`config.mk`:
```
export PLATFORM = sky130hd
export DESIGN_NAME = grad_dir_sched
export DESIGN_NICKNAME = d
export VERILOG_FILES = /design/src/rtl/edge_pkg.sv /design/src/rtl/arc_tan.sv /design/src/rtl/grad_dir_sched.sv
export SDC_FILE = /design/constraint.sdc
export NUM_CORES = 1
export LEC_CHECK = 0
export ABC_CLOCK_PERIOD_IN_PS = 16650
export CAP_MARGIN = 20
export CORE_MARGIN = 2
export CORE_UTILIZATION = 35
export CTS_BUF_LIST = sky130_fd_sc_hd__clkbuf_4
export CTS_CLUSTER_SIZE = 14
export DETAILED_ROUTE_END_ITERATION = 16
export GPL_TIMING_DRIVEN = 0
export HOLD_SLACK_MARGIN = 0.03
export PLACE_DENSITY = 0.61
export SLEW_MARGIN = 20
export SYNTH_ARGS = -nofsm -noshare
export SYNTH_HDL_FRONTEND = slang
export SYNTH_HIERARCHICAL = 1
export SYNTH_SLANG_ARGS = --single-unit
```
`constraint.sdc`:
```
create_clock -name clk -period 16.65 [get_ports clk]
set_input_delay 3.33 -clock clk [delete_from_list [all_inputs] [get_ports clk]]
set_output_delay 3.33 -clock clk [all_outputs]
set_load 0.05 [all_outputs]
```
`src/rtl/edge_pkg.sv`:
```
// Shared definitions for the edge-detection datapath: gradient width,
// direction codes and the tan(22.5°)/tan(67.5°) thresholds in Q10.
package edge_pkg;
  localparam int GRAD_W    = 11;
  localparam int TAN_LO    = 424;
  localparam int TAN_HI    = 2472;
  localparam int TAN_SHIFT = 10;

  typedef enum logic [1:0] {
    ANG_0   = 2'd0,
    ANG_45  = 2'd1,
    ANG_90  = 2'd2,
    ANG_135 = 2'd3
  } ang_t;
endpackage

```
`src/rtl/arc_tan.sv`:
```
// Combinational gradient-direction quantizer: maps (Gx, Gy) to one of four
// direction codes by comparing |Gy| against |Gx| scaled by the Q10 tangents.
module arc_tan
  import edge_pkg::*;
(
  input  logic [GRAD_W-1:0] gx,
  input  logic [GRAD_W-1:0] gy,
  output logic [1:0]        angle
);

  logic signed [GRAD_W-1:0] sgx, sgy;
  logic [GRAD_W-1:0]        ax, ay;
  logic [2*GRAD_W-1:0]      ay_sc, lo_th, hi_th;
  ang_t                     ang;

  assign sgx = gx;
  assign sgy = gy;

  always_comb begin
    // -1024 negates to the 11-bit pattern 1024 when read unsigned
    ax    = sgx[GRAD_W-1] ? GRAD_W'(-sgx) : gx;
    ay    = sgy[GRAD_W-1] ? GRAD_W'(-sgy) : gy;
    ay_sc = (2*GRAD_W)'(ay) << TAN_SHIFT;
    lo_th = (2*GRAD_W)'(ax) * (2*GRAD_W)'(TAN_LO);
    hi_th = (2*GRAD_W)'(ax) * (2*GRAD_W)'(TAN_HI);
    ang   = ANG_0;
    if (gx == '0 && gy == '0)    ang = ANG_0;
    else if (gx == '0)           ang = ANG_90;
    else if (gy == '0)           ang = ANG_0;
    else if (ay_sc <= lo_th)     ang = ANG_0;
    else if (ay_sc >= hi_th)     ang = ANG_90;
    else if (gx[GRAD_W-1] == gy[GRAD_W-1]) ang = ANG_45;
    else                         ang = ANG_135;
    angle = ang;
  end

endmodule

```
`src/rtl/grad_dir_sched.sv`:
```
// Round-robin scheduler sharing one direction quantizer and magnitude unit
// between NREQ gradient lanes; two registered stages, tagged results.
module grad_dir_sched
  import edge_pkg::*;
#(
  parameter  int NREQ  = 2,
  parameter  int MAG_W = 8,
  localparam int SRC_W = $clog2(NREQ)
) (
  input  logic                   clk,
  input  logic                   rst,
  input  logic                   clr,
  input  logic [NREQ-1:0]        req_valid,
  output logic [NREQ-1:0]        req_ready,
  input  logic [NREQ*GRAD_W-1:0] req_gx,
  input  logic [NREQ*GRAD_W-1:0] req_gy,
  output logic                   out_valid,
  input  logic                   out_ready,
  output logic [1:0]             out_angle,
  output logic [MAG_W-1:0]       out_mag,
  output logic [SRC_W-1:0]       out_src
);

  localparam logic [SRC_W:0] NREQ_W = (SRC_W+1)'(NREQ);

  function automatic logic [GRAD_W-1:0] abs_g(input logic signed [GRAD_W-1:0] v);
    return v[GRAD_W-1] ? GRAD_W'(-v) : GRAD_W'(v);
  endfunction

  function automatic logic [MAG_W-1:0] sat_mag(input logic [GRAD_W:0] s);
    if (s > (GRAD_W+1)'((1 << MAG_W) - 1)) return '1;
    return s[MAG_W-1:0];
  endfunction

  logic signed [GRAD_W-1:0] gx_p1, gy_p1;
  logic [SRC_W-1:0]         src_p1;
  logic                     vld_p1;
  logic [1:0]               angle_p1;
  logic [MAG_W-1:0]         mag_p1;
  logic [1:0]               angle_p2;
  logic [MAG_W-1:0]         mag_p2;
  logic [SRC_W-1:0]         src_p2;
  logic                     vld_p2;

  logic [SRC_W-1:0]  rr_ptr, grant, nxt_ptr;
  logic [SRC_W:0]    idx;
  logic              any_req, adv_p1, accept_en, hs;
  logic [GRAD_W-1:0] sel_gx, sel_gy;

  assign adv_p1    = vld_p1 & (!vld_p2 | out_ready);
  assign accept_en = !vld_p1 | adv_p1;

  always_comb begin
    grant   = '0;
    any_req = 1'b0;
    idx     = '0;
    for (int k = 0; k < NREQ; k++) begin
      idx = {1'b0, rr_ptr} + (SRC_W+1)'(k);
      if (idx >= NREQ_W) idx = idx - NREQ_W;
      if (!any_req && req_valid[idx[SRC_W-1:0]]) begin
        any_req = 1'b1;
        grant   = idx[SRC_W-1:0];
      end
    end
  end

  // Reset and flush both mask the grant so nothing is accepted while they are active
  assign req_ready = (accept_en && any_req && !rst && !clr) ? (NREQ'(1) << grant) : '0;
  assign hs        = |req_ready;
  assign nxt_ptr   = (grant == SRC_W'(NREQ - 1)) ? '0 : grant + SRC_W'(1);
  assign sel_gx    = req_gx[GRAD_W*grant +: GRAD_W];
  assign sel_gy    = req_gy[GRAD_W*grant +: GRAD_W];

  always_ff @(posedge clk or posedge rst) begin
    if (rst) begin
      vld_p1 <= 1'b0;
      vld_p2 <= 1'b0;
      rr_ptr <= '0;
    end else if (clr) begin
      vld_p1 <= 1'b0;
      vld_p2 <= 1'b0;
      rr_ptr <= '0;
    end else begin
      if (hs) begin
        vld_p1 <= 1'b1;
        rr_ptr <= nxt_ptr;
      end else if (adv_p1) begin
        vld_p1 <= 1'b0;
      end
      if (!vld_p2 || out_ready) vld_p2 <= vld_p1;
    end
  end

  // Stage 1: operand register
  always_ff @(posedge clk) begin
    if (hs) begin
      gx_p1  <= sel_gx;
      gy_p1  <= sel_gy;
      src_p1 <= grant;
    end
  end

  arc_tan u_arc_tan (
    .gx    (gx_p1),
    .gy    (gy_p1),
    .angle (angle_p1)
  );

  assign mag_p1 = sat_mag({1'b0, abs_g(gx_p1)} + {1'b0, abs_g(gy_p1)});

  // Stage 2: result register
  always_ff @(posedge clk) begin
    if (adv_p1) begin
      angle_p2 <= angle_p1;
      mag_p2   <= mag_p1;
      src_p2   <= src_p1;
    end
  end

  assign out_valid = vld_p2;
  assign out_angle = vld_p2 ? angle_p2 : '0;
  assign out_mag   = vld_p2 ? mag_p2   : '0;
  assign out_src   = vld_p2 ? src_p2   : '0;

endmodule

```
== Word level (Yosys, flattened, before mapping) ==
Cells that the tools add are included.
Storage, ports and cells
  bits in registers: 37
  input bits: 50
  output and inout port bits: 14
  word-level logic and storage cells: 84
Cells by class
  $add $sub $neg: 7
  multiply operators: 3
  order comparisons: 7
  eq/ne operators: 1
  shift-type cells: 3
  multiplexer cells: 32
  bitwise operators: 3
  reduce and logical (&&, ||, !) cells: 18
Operators by type and width (number)
  variable part select 22 x 6 -> 11 bit: 2
  two-way mux 8 bit: 3
  >= comparator 21 x 22 -> 1 bit: 1
  zero test 11 bit: 2
  two-way mux 11 bit: 2
  negation 11 bit: 2
  <= comparator 21 x 20 -> 1 bit: 1
  two-way mux 1 bit: 20
  multiplier 11 x 9 -> 19 bit, second input constant: 1
  multiplier 11 x 6 -> 17 bit, second input constant: 1
  two-way mux 2 bit: 7
  adder 11 x 11 -> 12 bit: 1
  > comparator 12 x 8 -> 1 bit, second input constant: 1
  logical AND 1 bit: 5
  zero test 1 bit: 5
  multiplier 4 x 1 -> 5 bit, first input constant: 1
  OR reduction 5 bit: 1
  < comparator 1 x 2 -> 1 bit, second input constant: 2
  nonzero test 2 bit: 2
  nonzero test 3 bit: 1
  adder 1 x 1 -> 2 bit, second input constant: 1
  >= comparator 1 x 2 -> 1 bit, second input constant: 1
  >= comparator 2 bit, second input constant: 1
  OR 1 bit: 2
  other kinds (7): 8

== Logic depth before layout (Yosys ltp) ==
Gate-level depths: netlist of the first run.
  depth after elaboration: 15
  depth in mapped cells: 28
  depth with buffers taken out: 28

== Modules after synthesis ==
Netlist of the first run, hierarchy kept.
By module, submodules not included
  arc_tan: instances 1, cells each 440, area each 3706.1 sq um
  grad_dir_sched: instances 1, cells each 251, area each 2407.3 sq um

== Worst setup path after synthesis of the first run ==
OpenSTA, ideal clock, no wires.
  path kind: input-to-output
  start: input port req_valid[0]
  end: output port req_ready[0]
  arrival time: 4.650 ns
  data required time: 13.320 ns
  path slack: 8.670 ns
  stages: 5
  path buffers: 1
  cell sequence: inv_1 > o21ai_1 > inv_2 > clkbuf_1 > nor2_1
RTL lines
  from (decl): line grad_dir_sched.sv:13  | input logic [NREQ-1:0] req_valid,
  two-way mux 1 bit (implied by the code) (2 in series): line grad_dir_sched.sv:60  | if (!any_req && req_valid[idx[SRC_W-1:0]]) begin
  two-way mux 1 bit: line grad_dir_sched.sv:60
  zero test 1 bit: line grad_dir_sched.sv:60
  logical AND 1 bit: line grad_dir_sched.sv:60
  two-way mux 1 bit *: line grad_dir_sched.sv:60
  net grant: line grad_dir_sched.sv:45  | logic [SRC_W-1:0] rr_ptr, grant, nxt_ptr;
  left shift 1 x 1 -> 2 bit *: line grad_dir_sched.sv:68  | assign req_ready = (accept_en && any_req && !rst && !clr) ? (NREQ'(1) << grant) : '0;
  two-way mux 2 bit *: line grad_dir_sched.sv:68
  to (decl): line grad_dir_sched.sv:14  | output logic [NREQ-1:0] req_ready,
The timed path passes the listed nets; every way through them passes the cells marked *. The select of a mux whose other input is x is not followed.

== Worst setup path in the final report of the first run ==
Ends and elaborated chain as after synthesis.

==> results.ini, run 1 <==
[outcome]
outcome=complete, no violations

[synthesis]
synth_ff_type=edfxtp_1
ys_seq_area_share_pct=17.9
synth_area_per_cell_um2=8.85
synth_area_leader_cell=ha_1
synth.net_count=891
ys_top_cells_by_area=ha_1 23%, edfxtp_1 17%, fa_1 12%
synth.most_common_cell=ha_1
synth.distinct_cells=63
ys_top_cells_by_count=113 x ha_1, 108 x inv_1, 90 x nand2_1, 45 x xnor2_1, 37 x fa_1
synthArstFlopShare_pct=8.11
yosys_warnings=6
synth_cells=691
syn_area_um2=6110
ys_ff_latch=37
synth_edf_count=34
netlist.area_leader.share_pct=23.1

[sta]
tightest_slew_ns=0.975
maxSlewViolCount=0
fin_ws_ns=7.71
finalHoldViolations=0
max_freq_mhz=112
setup_violations=0
slew_headroom_pct=34.5
rsz0062_at_grt=false
setup_tns_ns=0
post-route-min-period_ns=8.94
finClkSkew_ns=0.00492
period_share_pct=53.7

[detailed_routing]
totalWireLength_um=13400
post_drt_wl_per_cell_um=13.6
vias=4811
drtIter0Drc=251
routed_via_density=4.87
dr.pass1.iters=4
drc=0
ant_nets=0

[clock_network]
clk_pin_slew_ns=0.12
cts_setup_buffers=0
cts_tree=yes
cts_resized=0
cts_sinks=37
insertion_delay_ns=0.34
cts-hold-fix-buffers=0
numCtsBuffers=5
clk_path_buf_depth=2
htree_levels=2
root_buffer=clkbuf_4

[finish]
drive_above_1_share_pct=4.07
fin_nets=961
post-route-cell-area_um2=7110
fin_util_pct=41.4
antenna_cells=0
area_delta_synth_final_pct=16.3
fillers=1774

[global_route]
grt_util_all_layers_pct=15.2
grt_pass1_vias=4687
antenna_found_initial=0
grt_start_max_net_pins=24
grt_pass1_wl_um=22700
gr-total-overflow=0

[worst_setup_path]
worstSetupStartpoint=req_valid[0]
path_class=in -> out
cp.arrival_ns=5.61
cp_max_fo=10
reg2reg_from=gx_p1[0]$_DFFE_PP_
cp-start-kind=input pin
worstPathRequired_ns=13.32
critPathCaptureType=primary output

[floorplan]
core_um2=17200
die_h_um=136
die_x_um=136
io_pins=64
die_area_um2=18500
start_util_pct=35.6
rows=48

[place]
dp_hpwl_um=11500
place_congestion=0.843
portBuffers=63
dp_slack_ns=7.67
place_area_um2=7030

[hold_path]
hold_start=src_p1$_DFFE_PP_
hold_class=reg -> reg

[pwr]
vdd_drop_max_mv=0.0625
pwr_density_cell_nw_per_um2=127
leakagePower_nw=3.27

[run]
max_cap_viol_count=0

==> cell families (layout without fill, tap and decap cells) <==
family,after synthesis,in the layout,share of synthesized area (%)
flip-flops,37,37,17.9
buffers and inverters,119,190,7.31
adder cells (fa/ha/maj),150,150,35.2
AND/OR/NAND/NOR,204,204,16.5
AO/OA/AOI/OAI,112,112,12.8
multiplexers,4,4,0.798
XOR/XNOR,65,65,9.44
==> report_power, final <==
group	total, mW	internal [mW]	leakage [nW]	switching [mW]
clock network	0.0647	0.0336	0.0459	0.0311
registers	0.117	0.110	0.341	0.00668
logic	0.723	0.321	2.88	0.402
total	0.904	0.464	3.27	0.440
==> final timing paths <==
path	cells after the start	end	slack [ns]
min in group asynchronous	2	rr_ptr$_DFFE_PP0P_	3.14
min	0	src_p2$_DFFE_PP_	0.49
max	7	req_ready[0]	7.71
max in group asynchronous	2	out_valid$_DFFE_PP0P_	13.39
min reg2reg	0	src_p2$_DFFE_PP_	0.49
max reg2reg	24	angle_p2[1]$_DFFE_PP_	8.98
==> layout make-up <==
type                    instances  area (um2)  area share, %
well taps                     225         282           3.96
repair buffers                 63         631           8.87
multi-input cells             535        4570           64.3
plain buffers                   9        33.8          0.475
inverters                     110         413           5.81
clock buffers                   6        45.0          0.634
clock inverters                 2        38.8          0.546
flip-flops and latches         37        1100           15.4
==> worst max-delay path, stage by stage <==
cell and delay [ns]:
clkdlybuf4s50_1 0.48, inv_1 0.04, o21ai_1 0.39, inv_2 0.13, clkbuf_1 0.27, nor2_1 0.16, clkdlybuf4s50_1 0.81
==> cell usage in the layout, fill, tap and decap left out, types with 4 or more instances in the layout <==
cell,count
ha_1,113
inv_1,108
nand2_1,90
clkdlybuf4s50_1,63
xnor2_1,45
fa_1,37
edfxtp_1,34
a21oi_1,26
nor2_1,24
nand3_1,20
xor2_1,19
o21ai_0,17
and2_1,13
o31ai_1,10
nand2b_1,9
clkbuf_1,9
a21o_1,8
o21ai_1,7
nor2b_1,7
o21a_1,7
nor3_1,7
or4_1,6
or3_1,6
clkbuf_4,6
o21bai_1,5
o41ai_1,4
nor4_1,4
==> routing by layer <==
metal	routed length, um	global-route usage (%)	share of wire, %
met2	6050	24.3	45
met1	6670	22.3	50
met3	493	1.75	3.7
met5	0	0	0
met4	177	2.55	1.3
==> sequential cells by signal (all words and copies together), names as in the netlist <==
register	count
angle_p2	2
gx_p1	11
gy_p1	11
mag_p2	8
out_valid	1
rr_ptr	1
src_p1	1
src_p2	1
vld_p1	1
==> per-stage QoR <==
stage                     total power, mW  hold WS (ns)  instances
after floorplan                     0.676         0.400        691
after global placement              0.835         0.468        979
after detailed placement            0.843         0.465        979
after CTS                           0.915         0.499        987
after global routing                 1.03         0.522        987
final                               0.904         0.489        987
Note: power is estimated with default switching activity, not from simulation.
==> inputs of run 2 (changes only) <==
Settings changed: ABC_CLOCK_PERIOD_IN_PS 16650 to 8600.
Clock period 16.65 ns to 8.6 ns, I/O delays scaled along.
==> results of run 2 <==
The final DEF is identical to that of run 1. Status: complete, no violations.
Main changes from that run: setup slack after placement 7.67 ns -> 0.858 ns; setup slack after layout 7.71 ns -> 0.933 ns; start point of the critical path req_valid[0] -> gx_p1[0]$_DFFE_PP_; end point of the critical path req_ready[0] -> angle_p2[1]$_DFFE_PP_; register-to-register setup slack 8.98 ns -> 0.93 ns; total power 0.904 mW -> 1.75 mW; worst IR drop on VDD 0.0625 mV -> 0.121 mV
